--- config.mk ---
export PLATFORM = sky130hd
export DESIGN_NAME = lsu_exec_unit
export DESIGN_NICKNAME = d
export VERILOG_FILES = /design/src/rtl/lsu_exec_unit.sv
export SDC_FILE = /design/constraint.sdc
export NUM_CORES = 1
export LEC_CHECK = 0
export CAP_MARGIN = 20
export CORE_ASPECT_RATIO = 1.5
export CORE_MARGIN = 2
export CORE_UTILIZATION = 50
export CTS_BUF_LIST = sky130_fd_sc_hd__clkbuf_8
export DETAILED_ROUTE_END_ITERATION = 7
export PLACE_DENSITY = 0.83
export SLEW_MARGIN = 20
export SYNTH_ARGS = -nofsm -noshare
export SYNTH_HDL_FRONTEND = slang
export SYNTH_SLANG_ARGS = --single-unit
export TNS_END_PERCENT = 5
--- constraint.sdc ---
create_clock -name clk -period 6.3 [get_ports clk]
set_clock_uncertainty 0.15 [all_clocks]
set_input_delay 1.26 -clock clk [delete_from_list [all_inputs] [get_ports clk]]
set_output_delay 1.26 -clock clk [all_outputs]
set_load 0.01 [all_outputs]
--- src/rtl/lsu_exec_unit.sv ---
// -----------------------------------------------------------------------------
// lsu_exec_unit
//
// Load/store execution stage sitting directly behind the LW/SW issue queue.
// Accepts the oldest ready memory instruction (pulsing issueblk_done so the
// queue pops its head), computes rs + imm, performs one word access on the
// data-memory port and returns load results on the CDB through a req/grant
// handshake. Stores retire silently once memory acknowledges.
//
// One instruction in flight at a time: IDLE -> ADDR -> MEM -> (CDB) -> IDLE.
//
// Optional build macro:
//   LSU_MISALIGN_CHECK_EN - when defined, a non-word-aligned effective address
//                           sets lsu_error and skips the memory access (a load
//                           then broadcasts 0 on its tag). When undefined the
//                           low two address bits are silently dropped.
//
// Ports:
//   clk, reset           clock (rising edge), asynchronous active-low reset
//   issueque_*           head-of-queue operands, tag, opcode (1 = LW, 0 = SW)
//   issueblk_done        head accepted this cycle (only ever high in IDLE)
//   dmem_*               word-access memory port, completes on dmem_ack
//   cdb_*                result broadcast request/grant and payload
//   lsu_busy             unit is not IDLE
//   lsu_error            sticky: memory timeout (or misalignment if enabled)
// -----------------------------------------------------------------------------
module lsu_exec_unit #(
   parameter int ADDR_W      = 32,
   parameter int MEM_TIMEOUT = 15
) (
   input  logic              clk,
   input  logic              reset,
   input  logic              issueque_ready,
   input  logic [31:0]       issueque_rs_data,
   input  logic [31:0]       issueque_rt_data,
   input  logic [31:0]       issueque_imm,
   input  logic [5:0]        issueque_rd_tag,
   input  logic              issueque_opcode,
   output logic              issueblk_done,
   output logic              dmem_req,
   output logic              dmem_we,
   output logic [ADDR_W-1:0] dmem_addr,
   output logic [31:0]       dmem_wdata,
   input  logic [31:0]       dmem_rdata,
   input  logic              dmem_ack,
   output logic              cdb_req,
   input  logic              cdb_grant,
   output logic [5:0]        cdb_tag_out,
   output logic [31:0]       cdb_data_out,
   output logic              cdb_valid_out,
   output logic              lsu_busy,
   output logic              lsu_error
);

   localparam int DATA_W = 32;
   localparam int TAG_W  = 6;
   // Counter only needs to hold 0 .. MEM_TIMEOUT-1.
   localparam int CNT_W  = (MEM_TIMEOUT > 1) ? $clog2(MEM_TIMEOUT) : 1;
   localparam logic [CNT_W-1:0] CNT_LAST = CNT_W'(MEM_TIMEOUT - 1);

   typedef enum logic [1:0] {
      S_IDLE = 2'd0,
      S_ADDR = 2'd1,
      S_MEM  = 2'd2,
      S_CDB  = 2'd3
   } state_t;

   state_t              state_q,     state_d;
   logic [DATA_W-1:0]   rs_q,        rs_d;
   logic [DATA_W-1:0]   rt_q,        rt_d;
   logic [DATA_W-1:0]   imm_q,       imm_d;
   logic [TAG_W-1:0]    tag_q,       tag_d;
   logic                is_load_q,   is_load_d;
   logic [DATA_W-1:0]   addr_q,      addr_d;
   logic [DATA_W-1:0]   load_data_q, load_data_d;
   logic [CNT_W-1:0]    wait_cnt_q,  wait_cnt_d;
   logic                error_q,     error_d;

   logic [DATA_W-1:0]   eff_addr;
   logic                in_mem;
   logic                in_cdb;
   logic                unused_addr_bits;

   // 32-bit wrap; carry out is discarded.
   assign eff_addr = rs_q + imm_q;

   // Low address bits only matter to the optional alignment check, and bits
   // above ADDR_W never reach the port.
   assign unused_addr_bits = ^addr_q;

   // --------------------------------------------------------------------------
   // Next-state logic
   // --------------------------------------------------------------------------
   always_comb begin
      state_d     = state_q;
      rs_d        = rs_q;
      rt_d        = rt_q;
      imm_d       = imm_q;
      tag_d       = tag_q;
      is_load_d   = is_load_q;
      addr_d      = addr_q;
      load_data_d = load_data_q;
      wait_cnt_d  = wait_cnt_q;
      error_d     = error_q;

      unique case (state_q)
         S_IDLE: begin
            if (issueque_ready) begin
               rs_d      = issueque_rs_data;
               rt_d      = issueque_rt_data;
               imm_d     = issueque_imm;
               tag_d     = issueque_rd_tag;
               is_load_d = issueque_opcode;
               state_d   = S_ADDR;
            end
         end

         S_ADDR: begin
            addr_d      = eff_addr;
            // Cleared here so that any aborted load broadcasts 0.
            load_data_d = '0;
            wait_cnt_d  = '0;
            state_d     = S_MEM;
`ifdef LSU_MISALIGN_CHECK_EN
            if (eff_addr[1:0] != 2'b00) begin
               error_d = 1'b1;
               state_d = is_load_q ? S_CDB : S_IDLE;
            end
`endif
         end

         S_MEM: begin
            if (dmem_ack) begin
               if (is_load_q) begin
                  load_data_d = dmem_rdata;
                  state_d     = S_CDB;
               end else begin
                  state_d     = S_IDLE;
               end
            end else if (wait_cnt_q == CNT_LAST) begin
               // Abort; a load still broadcasts (data 0) so dependants wake.
               error_d = 1'b1;
               state_d = is_load_q ? S_CDB : S_IDLE;
            end else begin
               wait_cnt_d = wait_cnt_q + CNT_W'(1);
            end
         end

         S_CDB: begin
            if (cdb_grant) begin
               state_d = S_IDLE;
            end
         end

         default: state_d = S_IDLE;
      endcase
   end

   // --------------------------------------------------------------------------
   // State registers
   // --------------------------------------------------------------------------
   always_ff @(posedge clk or negedge reset) begin
      if (!reset) begin
         state_q     <= S_IDLE;
         rs_q        <= '0;
         rt_q        <= '0;
         imm_q       <= '0;
         tag_q       <= '0;
         is_load_q   <= 1'b0;
         addr_q      <= '0;
         load_data_q <= '0;
         wait_cnt_q  <= '0;
         error_q     <= 1'b0;
      end else begin
         state_q     <= state_d;
         rs_q        <= rs_d;
         rt_q        <= rt_d;
         imm_q       <= imm_d;
         tag_q       <= tag_d;
         is_load_q   <= is_load_d;
         addr_q      <= addr_d;
         load_data_q <= load_data_d;
         wait_cnt_q  <= wait_cnt_d;
         error_q     <= error_d;
      end
   end

   // --------------------------------------------------------------------------
   // Outputs: decoded from registered state only, except the two handshake
   // replies (issueblk_done, cdb_valid_out) which must answer in-cycle.
   // --------------------------------------------------------------------------
   assign in_mem = (state_q == S_MEM);
   assign in_cdb = (state_q == S_CDB);

   // Gated with reset so nothing is asserted while reset is held.
   assign issueblk_done = reset & (state_q == S_IDLE) & issueque_ready;

   assign dmem_req      = in_mem;
   assign dmem_we       = in_mem & ~is_load_q;
   assign dmem_addr     = in_mem ? {addr_q[ADDR_W-1:2], 2'b00} : '0;
   assign dmem_wdata    = in_mem ? rt_q : '0;

   assign cdb_req       = in_cdb;
   assign cdb_tag_out   = in_cdb ? tag_q : '0;
   assign cdb_data_out  = in_cdb ? load_data_q : '0;
   assign cdb_valid_out = in_cdb & cdb_grant;

   assign lsu_busy      = (state_q != S_IDLE);
   assign lsu_error     = error_q;

endmodule

[Word-level counts from Yosys, hierarchy flattened]
Cells that the tools add are included.
Word-level totals
  output and inout bits: 109
  input bits: 140
  register bits after elaboration: 174
  logic and storage cells: 53
Operators by class
  equality and inequality tests: 11
  multiplexer cells: 16
  reductions and logical operators: 8
  bitwise logic cells: 6
  add/sub/neg operators: 2
Operator list (count)
  32-bit 2-to-1 mux: 5
  32-bit case mux with 2 select lines: 1
  32-bit adder: 1
  2-bit != test, second input constant: 6
  3-bit AND reduction: 4
  2-bit 2-to-1 mux: 5
  4-bit 2-to-1 mux: 2
  2-bit case mux with 4 select lines: 1
  4-bit case mux with 2 select lines: 1
  6-bit 2-to-1 mux: 1
  4-bit by 1-bit adder with 4-bit output, second input constant: 1
  1-bit bitwise AND: 4
  2-bit equality test, second input constant: 2
  4-bit equality test, second input constant: 1
  2-bit nonzero test: 2
  3-bit by 2-bit != test with 1-bit output, second input constant: 1
  2-bit by 1-bit equality test with 1-bit output, second input constant: 1
  2-bit logical NOT: 1
  1-bit NOT: 2
  2-bit AND reduction: 1

[Depth between registers and ports, before layout]
Gate-level depths: netlist of the first run.
  depth after elaboration: 4
  depth in mapped cells: 10
  gate-level depth less buffers: 9

[Worst setup path before layout of the first run]
OpenSTA, ideal clock, no wires.
  kind: input-to-output
  start: input reset
  end: output issueblk_done
  buffers on the path: 0
  setup slack: 3.440 ns
  data arrival time: 1.450 ns
  data required time: 4.890 ns
  stages on the path: 1
  cells stage by stage: and3_1
On the way
  cells in the longest elaborated chain, start to end: 2
RTL lines
  from (decl): line 32  | input logic reset,
  1-bit bitwise AND (2 in series): line 196  | assign issueblk_done = reset & (state_q == S_IDLE) & issueque_ready;
  to (decl): line 39  | output logic issueblk_done,
No other way between the ends.

[Worst setup path after layout of the first run]
  start: register state_q[0]
  end: output dmem_addr[16]
On the way
  cells in the longest elaborated chain, start to end: 2
RTL lines
  from (decl): line 68  | state_t state_q, state_d;
  from (signal assigned): line 175  | state_q <= state_d;
  2-bit equality test: line 192  | assign in_mem = (state_q == S_MEM);
  32-bit 2-to-1 mux: line 200  | assign dmem_addr = in_mem ? {addr_q[ADDR_W-1:2], 2'b00} : '0;
  to (decl): line 42  | output logic [ADDR_W-1:0] dmem_addr,
No other way between the ends.

==> impl_summary.txt, run 1 <==
----------------------------------------------------
[Pwr]
  Static leakage ... 5.10 nW
  Combinational Power Share ... 0.559
  Power Density ... ~530 nW/um2
  Worst-case vdd ir drop ... between 0.3 and 0.4 mV
  Sequential cell fraction of total power ... 0.306
  Internal Power ... approximately 0.0038 W
  Proportion of power drawn by the clock network ... 0.135
  Net switching share of the total power ... 0.393
  Power spent charging and discharging nets ... ~0.0025 W

[Outcome]
  Run status ... completed

[Logic synthesis]
  Synthesis warning total ... 0
  Number of distinct library cell variants in the gate-level netlist after synthesis ... 55
  Primary flip-flop cell chosen by synthesis mapping ... dfrtp_1
  Synthesized area per cell ... between 10 and 15 um2
  Flip-flop and latch count after synthesis ... roughly 170
  Synth top area share ... 0.495
  Top post-synthesis cells by area ... dfrtp_1, mux2_2, and2_1, ha_1, a22o_1
  Total standard cell area after synthesis ... between 8000 and 9000 um2
  Cell type contributing the most total cell area after synthesis ... dfrtp_1
  Post-synth ARST share ... 1.00
  Syn Inst Count ... between 700 and 800
  Post-synth EDFFs ... 0
  Share of synthesized area occupied by flip-flops and latches ... 0.495

[Routing]
  Number of routed nets with antenna violations ... 0
  Met1 wire length ... roughly 8 mm
  Post-detailed-route wirelength per cell ... 17.8 um
  Post-route DRC violation count ... 0
  Initial DRC Count ... 220
  First-pass detailed-route iteration total ... 4
  Total number of vias ... 6389
  Post-DR vias/cell ... roughly 5.4
  Routed wl met2 ... ~11 mm
  Top layer used by detailed routing ... met5
  Sum of routed wire length over all layers ... between 20 and 25 mm
  Met3 WL ... approximately 1.5 mm

[Worst setup path]
  Setup slack on the worst flop-to-flop path ... around 3.4 ns
  Req. time, crit path ... 4.89 ns
  Kind of capture point of the worst setup path ... output port
  Worst Setup Start Kind ... flop
  Highest net fanout along the worst path ... 44
  Setup CP Type ... flop to output port
  Data arrival time of the critical path ... ~2.8 ns

[Finish]
  Final #Nets ... about 1100
  Filler cell count ... ~1300
  Proportion of layout cells with a drive suffix above 1 ... 0.195
  Relative area change from synthesis to final layout ... 35.6%
  Area of the multi-input gates ... roughly 4200 um2
  Sequential cell area ... ~4300 um2
  Finished Cell Area ... ~12000 um2

[Timing]
  Worst Max-Slew Pin Slew ... roughly 1 ns
  Total setup violations reported at the end of the flow ... 0
  Minimum clock period after layout ... 4.18 ns
  Final Hold Viols ... 0
  Headroom to the max-slew limit ... 0.329
  Final setup TNS ... 0 ns
  Fmax ... between 0.2 and 0.25 GHz
  Unrepaired setup endpoints after global routing ... false
  Count of final max-slew check failures ... 0
  Final worst-path cycle share ... 0.663

[Hold path]
  Kind of path behind the tightest hold check ... flop to flop

[Clock tree]
  Number of buffers created by CTS ... 17
  CTS tree ... yes
  Postcts setup bufs ... 0
  Sinks on the clock net ... 172
  Clock latency on the worst-skew pair ... between 0.4 and 0.5 ns
  Resized Gates After CTS ... 0
  Number of H-tree branching levels ... 4
  Maximum buffer depth of the clock tree ... 2
  Clk pin slew, worst setup/hold paths ... roughly 0.090 ns
  Hold buffer count at cts ... 0
  Clk root buf ... clkbuf_8

[Flow run]
  Number of max-capacitance violations reported ... 0

[Floorplan]
  Horizontal die dimension ... 112 um
  Starting Density ... 0.506
  Area enclosed by the die boundary ... about 18000 um2
  CORE AREA ... about 17000 um2
  Core Rows ... around 60
  Number of I/O pins ... 249
  Height of the die ... around 170 um

[Global route]
  Via count of the first global-routing pass ... 6696
  First-pass GRT wire length ... between 30 and 40 mm
  Number of antenna violations at the first check in global routing ... 3
  Pin count of the biggest net entering global routing ... between 70 and 80
  Global-route usage over all layers ... 0.233
  GRT overflow ... 0

[Place]
  Final HPWL from detailed placement ... between 15 and 20 mm
  Count of buffers from port buffering ... approximately 250
  Global placement routability congestion ... 0.892
  Cell area after placement ... approximately 11000 um2

----------------------------------------------------
cell families after synthesis:
family / count (synthesis) / share of synthesized area
simple gates: 182 / 0.119
mux: 130 / 0.168
compound gates: 126 / 0.113
flops: 172 / 0.495
other cells: 1 / 0.000431
buf+inv: 52 / 0.0233
xor+xnor: 28 / 0.0282
fa+ha+maj: 37 / 0.0532
path summary, 6_finish.rpt:
check                                     start         endpoint  cells after the start
worst min-delay path            load_data_q[14]  load_data_q[14]                      1
worst min register to register  load_data_q[14]  load_data_q[14]                      1
min in group asynchronous                 reset        addr_q[4]                      1
worst max register to register         imm_q[3]       addr_q[30]                      9
max in group asynchronous                 reset        addr_q[2]                      2
worst max-delay path                 state_q[0]    dmem_addr[16]                      5
state kept, by name, summed over array words and instances (netlist names):
signal / count
lsu_error: 1
load_data_q: 32
imm_q: 32
rt_q: 32
wait_cnt_q: 4
addr_q: 30
tag_q: 6
rs_q: 32
state_q: 2
is_load_q: 1
through the flow:
stage	util	worst slack (ns)	total power, W	instances	hold WS, ns
floorplan	-	3.44	0.00432	729	0.291
global placement	0.660	2.39	0.00529	1158	0.317
detailed placement	0.660	2.38	0.00541	1158	0.333
CTS	0.685	2.05	0.00628	1190	0.358
global route	0.686	1.91	0.00671	1193	0.365
finish	0.686	2.12	0.00625	1193	0.353
worst max-delay path, stage by stage, from the launching register on:
cell and delay [ns]:
dfrtp_1 0.44, inv_1 0.12, ha_2 0.68, buf_4 0.36, and2_1 0.17, clkdlybuf4s50_1 0.53
power by group through the flow:
stage	Sequential, W	Combinational [W]	Clock (W)
floorplan	0.00181	0.00251	0
global placement	0.00190	0.00339	0
detailed placement	0.00193	0.00348	0
CTS	0.00191	0.00350	0.000870
global route	0.00197	0.00382	0.000916
finish	0.00191	0.00350	0.000845
layout make-up:
type | count | share of cell area
antenna | 2 | 0.000424
clock buffer | 18 | 0.0210
clock inverter | 14 | 0.0154
inverter | 16 | 0.00509
multi-input combinational | 505 | 0.357
sequential | 172 | 0.365
tap | 213 | 0.0226
timing repair buffer | 253 | 0.214
cells in the final DEF, fill, tap and decap left out, types with 3 or more instances in the layout:
cell             instances
buf_4                    6
and2_1                 101
inv_6                    5
o21ai_0                 11
a211oi_1                 3
nor4_1                   3
o21ai_1                  6
clkbuf_8                18
nand3_1                  9
o21bai_1                 5
a22o_1                  32
xnor2_1                 13
nand2_1                 33
nand2_2                  3
a21o_1                   9
nor2_1                  13
and3_1                   4
xor2_1                  15
dfrtp_1                172
ha_1                    35
mux2_2                 127
nor3_1                   4
a21oi_1                 31
o31ai_1                  5
clkdlybuf4s50_1        245
bufinv_16                3
inv_1                   17
synthesized netlist by cell type (all sizes together), types with 14 or more instances:
cell and instances:
a21oi 33, xor2 15, a22o 32, and2 101, clkbuf 33, mux2 128, inv 16, o21ai 17
nor2 14, dfrtp 172, ha 37, nand2 37
metal layers:
layer,GRT usage,up-vias
met4,0.0948,2
met2,0.418,197
met3,0.0810,38
li1,-,3044
met1,0.250,3108
met5,0,-
(Power assumes the default switching activity.)
==> inputs of run 2 (changes only) <==
==> constraint.sdc (replaced) <==
create_clock -name clk -period 4.1 [get_ports clk]
set_clock_uncertainty 0.15 [all_clocks]
set_input_delay 0.82 -clock clk [delete_from_list [all_inputs] [get_ports clk]]
set_output_delay 0.82 -clock clk [all_outputs]
set_load 0.01 [all_outputs]
==> run 2 against run 1 <==
Effect of this change:
- sequential power increased by 53%
- via count is 0.31% lower
- register-to-register slack worse by 2.2 ns
- critical path type unchanged
- core utilization unchanged
==> impl_summary.txt, run 2 (synthesized netlist as in run 1, its figures left out) <==
----------------------------------------------------
[Outcome]
  Run status ... completed

[Global route]
  First-pass GRT wire length ... 33.7 mm (+0.49%)
  Pin count of the biggest net entering global routing ... 74 (-3.9%)
  Number of antenna violations at the first check in global routing ... 3 (unchanged)
  Global-route usage over all layers ... 0.231 (-0.00178)
  Via count of the first global-routing pass ... 6807 (+1.7%)
  GRT overflow ... 0 (unchanged)

[Clock tree]
  Hold buffer count at cts ... 0 (unchanged)
  Number of buffers created by CTS ... 17 (unchanged)
  CTS tree ... yes
  Resized Gates After CTS ... 0 (unchanged)
  Number of H-tree branching levels ... 4 (unchanged)
  Clk root buf ... clkbuf_8
  Clk pin slew, worst setup/hold paths ... 0.11 ns (+0.02 ns)
  Postcts setup bufs ... 0 (unchanged)
  Clock latency on the worst-skew pair ... 0.45 ns (-0.02 ns)
  Maximum buffer depth of the clock tree ... 2 (unchanged)
  Sinks on the clock net ... 172 (unchanged)

[Finish]
  Layout Utilization ... 0.686 (unchanged)
  Relative area change from synthesis to final layout ... 35.6% (unchanged)
  Highest-count cells in the layout ignoring fill and taps ... clkdlybuf4s50_1, dfrtp_1, mux2_2
  Proportion of layout cells with a drive suffix above 1 ... 0.197 (+0.00164)
  Final #Nets ... 1144 (+0.18%)
  Commonest non-fill, non-tap cell in the layout ... clkdlybuf4s50_1

[Pwr]
  Internal Power ... 0.00567 W (+49%)
  Power Density ... 802 nW/um2 (+51%)
  Power spent charging and discharging nets ... 0.00380 W (+54%)
  Worst-case vdd ir drop ... 0.460 mV (+45%)
  Sequential cell fraction of total power ... 0.309 (+0.003)
  Combinational Power Share ... 0.566 (+0.007)
  Net switching share of the total power ... 0.401 (+0.00784)
  Static leakage ... 5.11 nW (about the same)
  Proportion of power drawn by the clock network ... 0.125 (-0.010)

[Timing]
  Count of final max-slew check failures ... 0 (unchanged)
  Headroom to the max-slew limit ... 0.403 (+0.0738)
  Worst Max-Slew Pin Slew ... 0.895 ns (-0.111 ns)
  Minimum clock period after layout ... 3.55 ns
  Total setup violations reported at the end of the flow ... 0 (unchanged)
  Final worst-path cycle share ... 0.866
  Unrepaired setup endpoints after global routing ... false
  Fmax ... 0.282 GHz
  Final setup TNS ... 0 ns (unchanged)
  Final Hold Viols ... 0 (unchanged)

[Floorplan]
  Horizontal die dimension ... 112 um (unchanged)
  Starting Density ... 0.506 (unchanged)
  Height of the die ... 166 um (unchanged)
  CORE AREA ... 17200 um2 (unchanged)
  Area enclosed by the die boundary ... 18500 um2 (unchanged)
  Number of I/O pins ... 249 (unchanged)
  Core Rows ... 59 (unchanged)

[Worst setup path]
  Req. time, crit path ... 3.13 ns (-1.76 ns)
  Data arrival time of the critical path ... 2.58 ns (-0.19 ns)
  Highest net fanout along the worst path ... 33 (-25%)
  Worst Setup Start Kind ... flop
  Setup CP Type ... flop to output port
  Kind of capture point of the worst setup path ... output port

[Routing]
  Post-detailed-route wirelength per cell ... 17.4 um (-2.1%)
  Sum of routed wire length over all layers ... 20.8 mm (-1.8%)
  Post-DR vias/cell ... 5.32 (-0.65%)
  Post-route DRC violation count ... 0 (unchanged)
  Total number of vias ... 6369 (-0.31%)
  First-pass detailed-route iteration total ... 4 (unchanged)
  Number of routed nets with antenna violations ... 0 (unchanged)
  Initial DRC Count ... 275 (+25%)

[Place]
  Final HPWL from detailed placement ... 15.6 mm (-0.26%)
  Count of buffers from port buffering ... 246 (unchanged)
  Global placement routability congestion ... 0.915 (+2.6%)

[Hold path]
  Kind of path behind the tightest hold check ... primary input to async pin

[Flow run]
  Number of max-capacitance violations reported ... 0 (unchanged)

----------------------------------------------------
run 2: cell types whose count changed in the layout (fill, tap and decap cells not counted), sizes merged:
cell and delta:
bufinv -3, clkinv +3, buf +2, diode +2, inv +2, clkbuf -1
clkinvlp -1
run 2: final timing paths:
path,start,endpoint,slack (ns),depth (start not counted)
setup / recovery,state_q[0],dmem_wdata[3],0.55,5
hold / removal,reset,tag_q[5],0.13,1
setup reg to reg,rs_q[12],addr_q[28],1.21,9
hold reg to reg,lsu_error,lsu_error,0.34,1
max in group asynchronous,reset,rs_q[22],2.40,2
min in group clk,lsu_error,lsu_error,0.34,1
run 2: layout make-up:
type                            count  area (um2)
Sequential cell                   172        4300
Antenna cell                        4        10.0
Inverter                           16        60.1
Tap cell                          213         267
Timing Repair Buffer              255        2550
Clock buffer                       17         234
Fill cell                        1317        5400
Multi-Input combinational cell    505        4210
Clock inverter                     15         165
run 2: power by group through the flow:
stage                     Combinational, W  Clock, W  Sequential, W
after global placement             0.00522         0        0.00294
final                              0.00536   0.00119        0.00292
after global routing               0.00589   0.00129        0.00302
after CTS                          0.00536   0.00123        0.00292
after detailed placement           0.00534         0        0.00295
after floorplan                    0.00386         0        0.00278
run 2: worst max-delay path: stages, from the launching register on:
cell	delay (ns)
dfrtp_1	0.44
inv_1	0.12
ha_2	0.55
buf_4	0.31
and2_1	0.15
clkdlybuf4s50_1	0.54
run 2: per-layer routing:
layer  GRT usage  wire [um]  vias up
met5           0          0        -
met4      0.0926        478        0
met3      0.0704       1440       31
met2       0.426      11300      202
met1       0.245       7640     3089
li1            -          -     3047
run 2: through the flow:
| stage | instance area [um2] | power, W | hold slack (ns) | setup slack [ns] | instances |
|---|---|---|---|---|---|
| floorplan | 8700 | 0.00664 | 0.291 | 1.61 | 729 |
| global placement | 11400 | 0.00816 | 0.320 | 1.07 | 1160 |
| detailed placement | 11400 | 0.00829 | 0.323 | 0.980 | 1160 |
| CTS | 11800 | 0.00952 | 0.0966 | 0.456 | 1192 |
| global route | 11800 | 0.0102 | 0.113 | 0.359 | 1197 |
| finish | 11800 | 0.00947 | 0.131 | 0.551 | 1197 |
==> inputs of run 3 (changes only) <==
--- a/config.mk
+++ b/config.mk
@@ -7,10 +7,10 @@
 export LEC_CHECK = 0
 export CAP_MARGIN = 20
 export CORE_ASPECT_RATIO = 1.5
-export CORE_MARGIN = 2
 export CORE_UTILIZATION = 50
 export CTS_BUF_LIST = sky130_fd_sc_hd__clkbuf_8
 export DETAILED_ROUTE_END_ITERATION = 7
+export GPL_ROUTABILITY_DRIVEN = 0
 export PLACE_DENSITY = 0.83
 export SLEW_MARGIN = 20
 export SYNTH_ARGS = -nofsm -noshare
==> run 3 against run 2 <==
Effect of this change:
- clock power decreased by 3%
- maximum frequency increased by 4.3%
- register-to-register slack barely moved
- count of clock-buffer cells in the layout up 2
- combinational power grew 0.7%
- critical endpoint is now dmem_addr[23]
- largest power group unchanged
- global-route usage increased by 1.4 points
- total power hardly changed
- setup slack better by 0.15 ns
- design area decreased by 0.17%
==> impl_summary.txt, run 3 (synthesized netlist as in run 1, its figures left out) <==
----------------------------------------------------
[Floorplan]
  Area enclosed by the die boundary ... 17900 um2 (-3.0%)
  Height of the die ... 164 um (-1.2%)
  CORE AREA ... 16900 um2 (-1.7%)
  Horizontal die dimension ... 110 um (-1.8%)
  Core Rows ... 58 (-1.7%)
  Starting Density ... 0.515 (+0.00872)
  Number of I/O pins ... 249 (unchanged)

[Global route]
  Via count of the first global-routing pass ... 6831 (+0.35%)
  Pin count of the biggest net entering global routing ... 141 (+91%)
  Number of antenna violations at the first check in global routing ... 1 (-2)
  Global-route usage over all layers ... 0.245 (+0.0142)
  First-pass GRT wire length ... 33.3 mm (-0.98%)
  GRT overflow ... 0 (unchanged)

[Worst setup path]
  Critical path depth ... 5 (unchanged)
  Top Family by Delay on Critical Path ... buffers and inverters
  Register-to-Register Path Depth ... 9 (unchanged)
  Critical-path top delay cell ... clkdlybuf4s50_1
  Critical path, cell by cell ... inv_1 -> ha_2 -> buf_12 -> and2_1 -> clkdlybuf4s50_1
  Data arrival time of the critical path ... 2.43 ns (-0.15 ns)
  Worst Setup Start Kind ... flop
  Req. time, crit path ... 3.13 ns (about the same)
  Number of buffer and inverter instances along the worst setup path ... 3 (unchanged)
  Kind of capture point of the worst setup path ... output port
  Highest net fanout along the worst path ... 50 (+52%)
  Setup CP Type ... flop to output port
  Largest stage delay on the critical path ... 0.55 ns (about the same)

[Pwr]
  Static leakage ... 5.09 nW (-0.25%)
  Power Density ... 803 nW/um2 (+0.13%)
  Worst-case vdd ir drop ... 0.664 mV (+45%)

[Routing]
  Post-route DRC violation count ... 0 (unchanged)
  Post-detailed-route wirelength per cell ... 17.6 um (+1.2%)
  Sum of routed wire length over all layers ... 20.9 mm (+0.54%)
  Initial DRC Count ... 203 (-26%)
  Post-DR vias/cell ... 5.39 (+1.4%)
  Number of routed nets with antenna violations ... 0 (unchanged)
  Total number of vias ... 6413 (+0.69%)
  First-pass detailed-route iteration total ... 4 (unchanged)

[Finish]
  Proportion of layout cells with a drive suffix above 1 ... 0.193 (-0.00369)
  Commonest non-fill, non-tap cell in the layout ... clkdlybuf4s50_1
  Final #Nets ... 1142 (-0.17%)
  Layout Utilization ... 0.697 (+0.0106)
  Filler cell count ... 1266 (-3.9%)
  Highest-count cells in the layout ignoring fill and taps ... clkdlybuf4s50_1, dfrtp_1, mux2_2
  Relative area change from synthesis to final layout ... 35.4%

[Timing]
  Final Hold Slack ... 0.0955 ns (-0.0352 ns)
  Minimum clock period after layout ... 3.40 ns (-0.147 ns)
  Count of final max-slew check failures ... 0 (unchanged)
  Unrepaired setup endpoints after global routing ... false
  Worst Max-Slew Pin Slew ... 0.737 ns (-0.158 ns)
  Fmax ... 0.294 GHz (+4.3%)
  Final worst-path cycle share ... 0.830 (-0.0359)
  Final Hold Viols ... 0 (unchanged)
  Final setup TNS ... 0 ns (unchanged)
  Headroom to the max-slew limit ... 0.508 (+0.105)
  Total setup violations reported at the end of the flow ... 0 (unchanged)

[Outcome]
  Run status ... completed

[Clock tree]
  Number of buffers created by CTS ... 17 (unchanged)
  Hold buffer count at cts ... 0 (unchanged)
  Clk root buf ... clkbuf_8
  Number of H-tree branching levels ... 4 (unchanged)
  Sinks on the clock net ... 172 (unchanged)
  Clock latency on the worst-skew pair ... 0.45 ns (about the same)
  Postcts setup bufs ... 0 (unchanged)
  Clk pin slew, worst setup/hold paths ... 0.09 ns (-0.02 ns)
  CTS tree ... yes
  Resized Gates After CTS ... 0 (unchanged)
  Maximum buffer depth of the clock tree ... 2 (unchanged)

[Place]
  Final HPWL from detailed placement ... 15.5 mm (-0.87%)
  Count of buffers from port buffering ... 246 (unchanged)

[Flow run]
  Number of max-capacitance violations reported ... 0 (unchanged)

[Hold path]
  Kind of path behind the tightest hold check ... primary input to async pin

----------------------------------------------------
run 3: path summary, 6_finish.rpt:
kind	start	end	slack (ns)
min	reset	imm_q[8]	0.1
min in group clk	lsu_error	lsu_error	0.33
max in group asynchronous	reset	addr_q[29]	2.63
max	state_q[0]	dmem_addr[23]	0.70
min reg2reg	lsu_error	lsu_error	0.33
max reg2reg	rs_q[12]	addr_q[28]	1.22
run 3: final cells by class:
cell class | count | area (um2) | share of cell area
diodes | 1 | 2.50 | 0.000212
clock buffers | 19 | 262 | 0.0222
clock inverters | 13 | 119 | 0.0101
inverters | 16 | 60.1 | 0.00510
multi-input cells | 505 | 4210 | 0.357
flip-flops and latches | 172 | 4300 | 0.365
well taps | 210 | 263 | 0.0223
repair buffers | 253 | 2560 | 0.217
run 3: metal layers:
metal,track usage,part of all wire
met1,0.256,0.36
met2,0.451,0.54
met3,0.0750,0.067
met4,0.0927,0.026
met5,0,0
run 3: worst reg2reg max path, delay by kind of cell (launching register included):
kind,cells,cell delay [ns]
AOI/OAI and AO/OA,5,1.16
adders and majority gates,1,0.42
DFF,1,0.39
muxes,1,0.26
and+or+nand+nor,1,0.22
xor gates and xnor gates,1,0.16
run 3: per-stage QoR:
stage	instance area, um2	worst slack, ns	total power (W)	std cells
after detailed placement	11400	1.06	0.00833	1155
after floorplan	8700	1.61	0.00664	729
after global placement	11400	1.06	0.00816	1155
after CTS	11800	0.663	0.00952	1187
final	11800	0.699	0.00946	1189
after global routing	11800	0.553	0.0102	1189
run 3: where the power goes:
group / internal, W / total (W) / leakage [nW] / switching (W)
sequential: 0.00248 / 0.00292 / 2.10 / 0.000435
combinational: 0.00273 / 0.00540 / 2.79 / 0.00267
clock: 0.000518 / 0.00115 / 0.195 / 0.000632
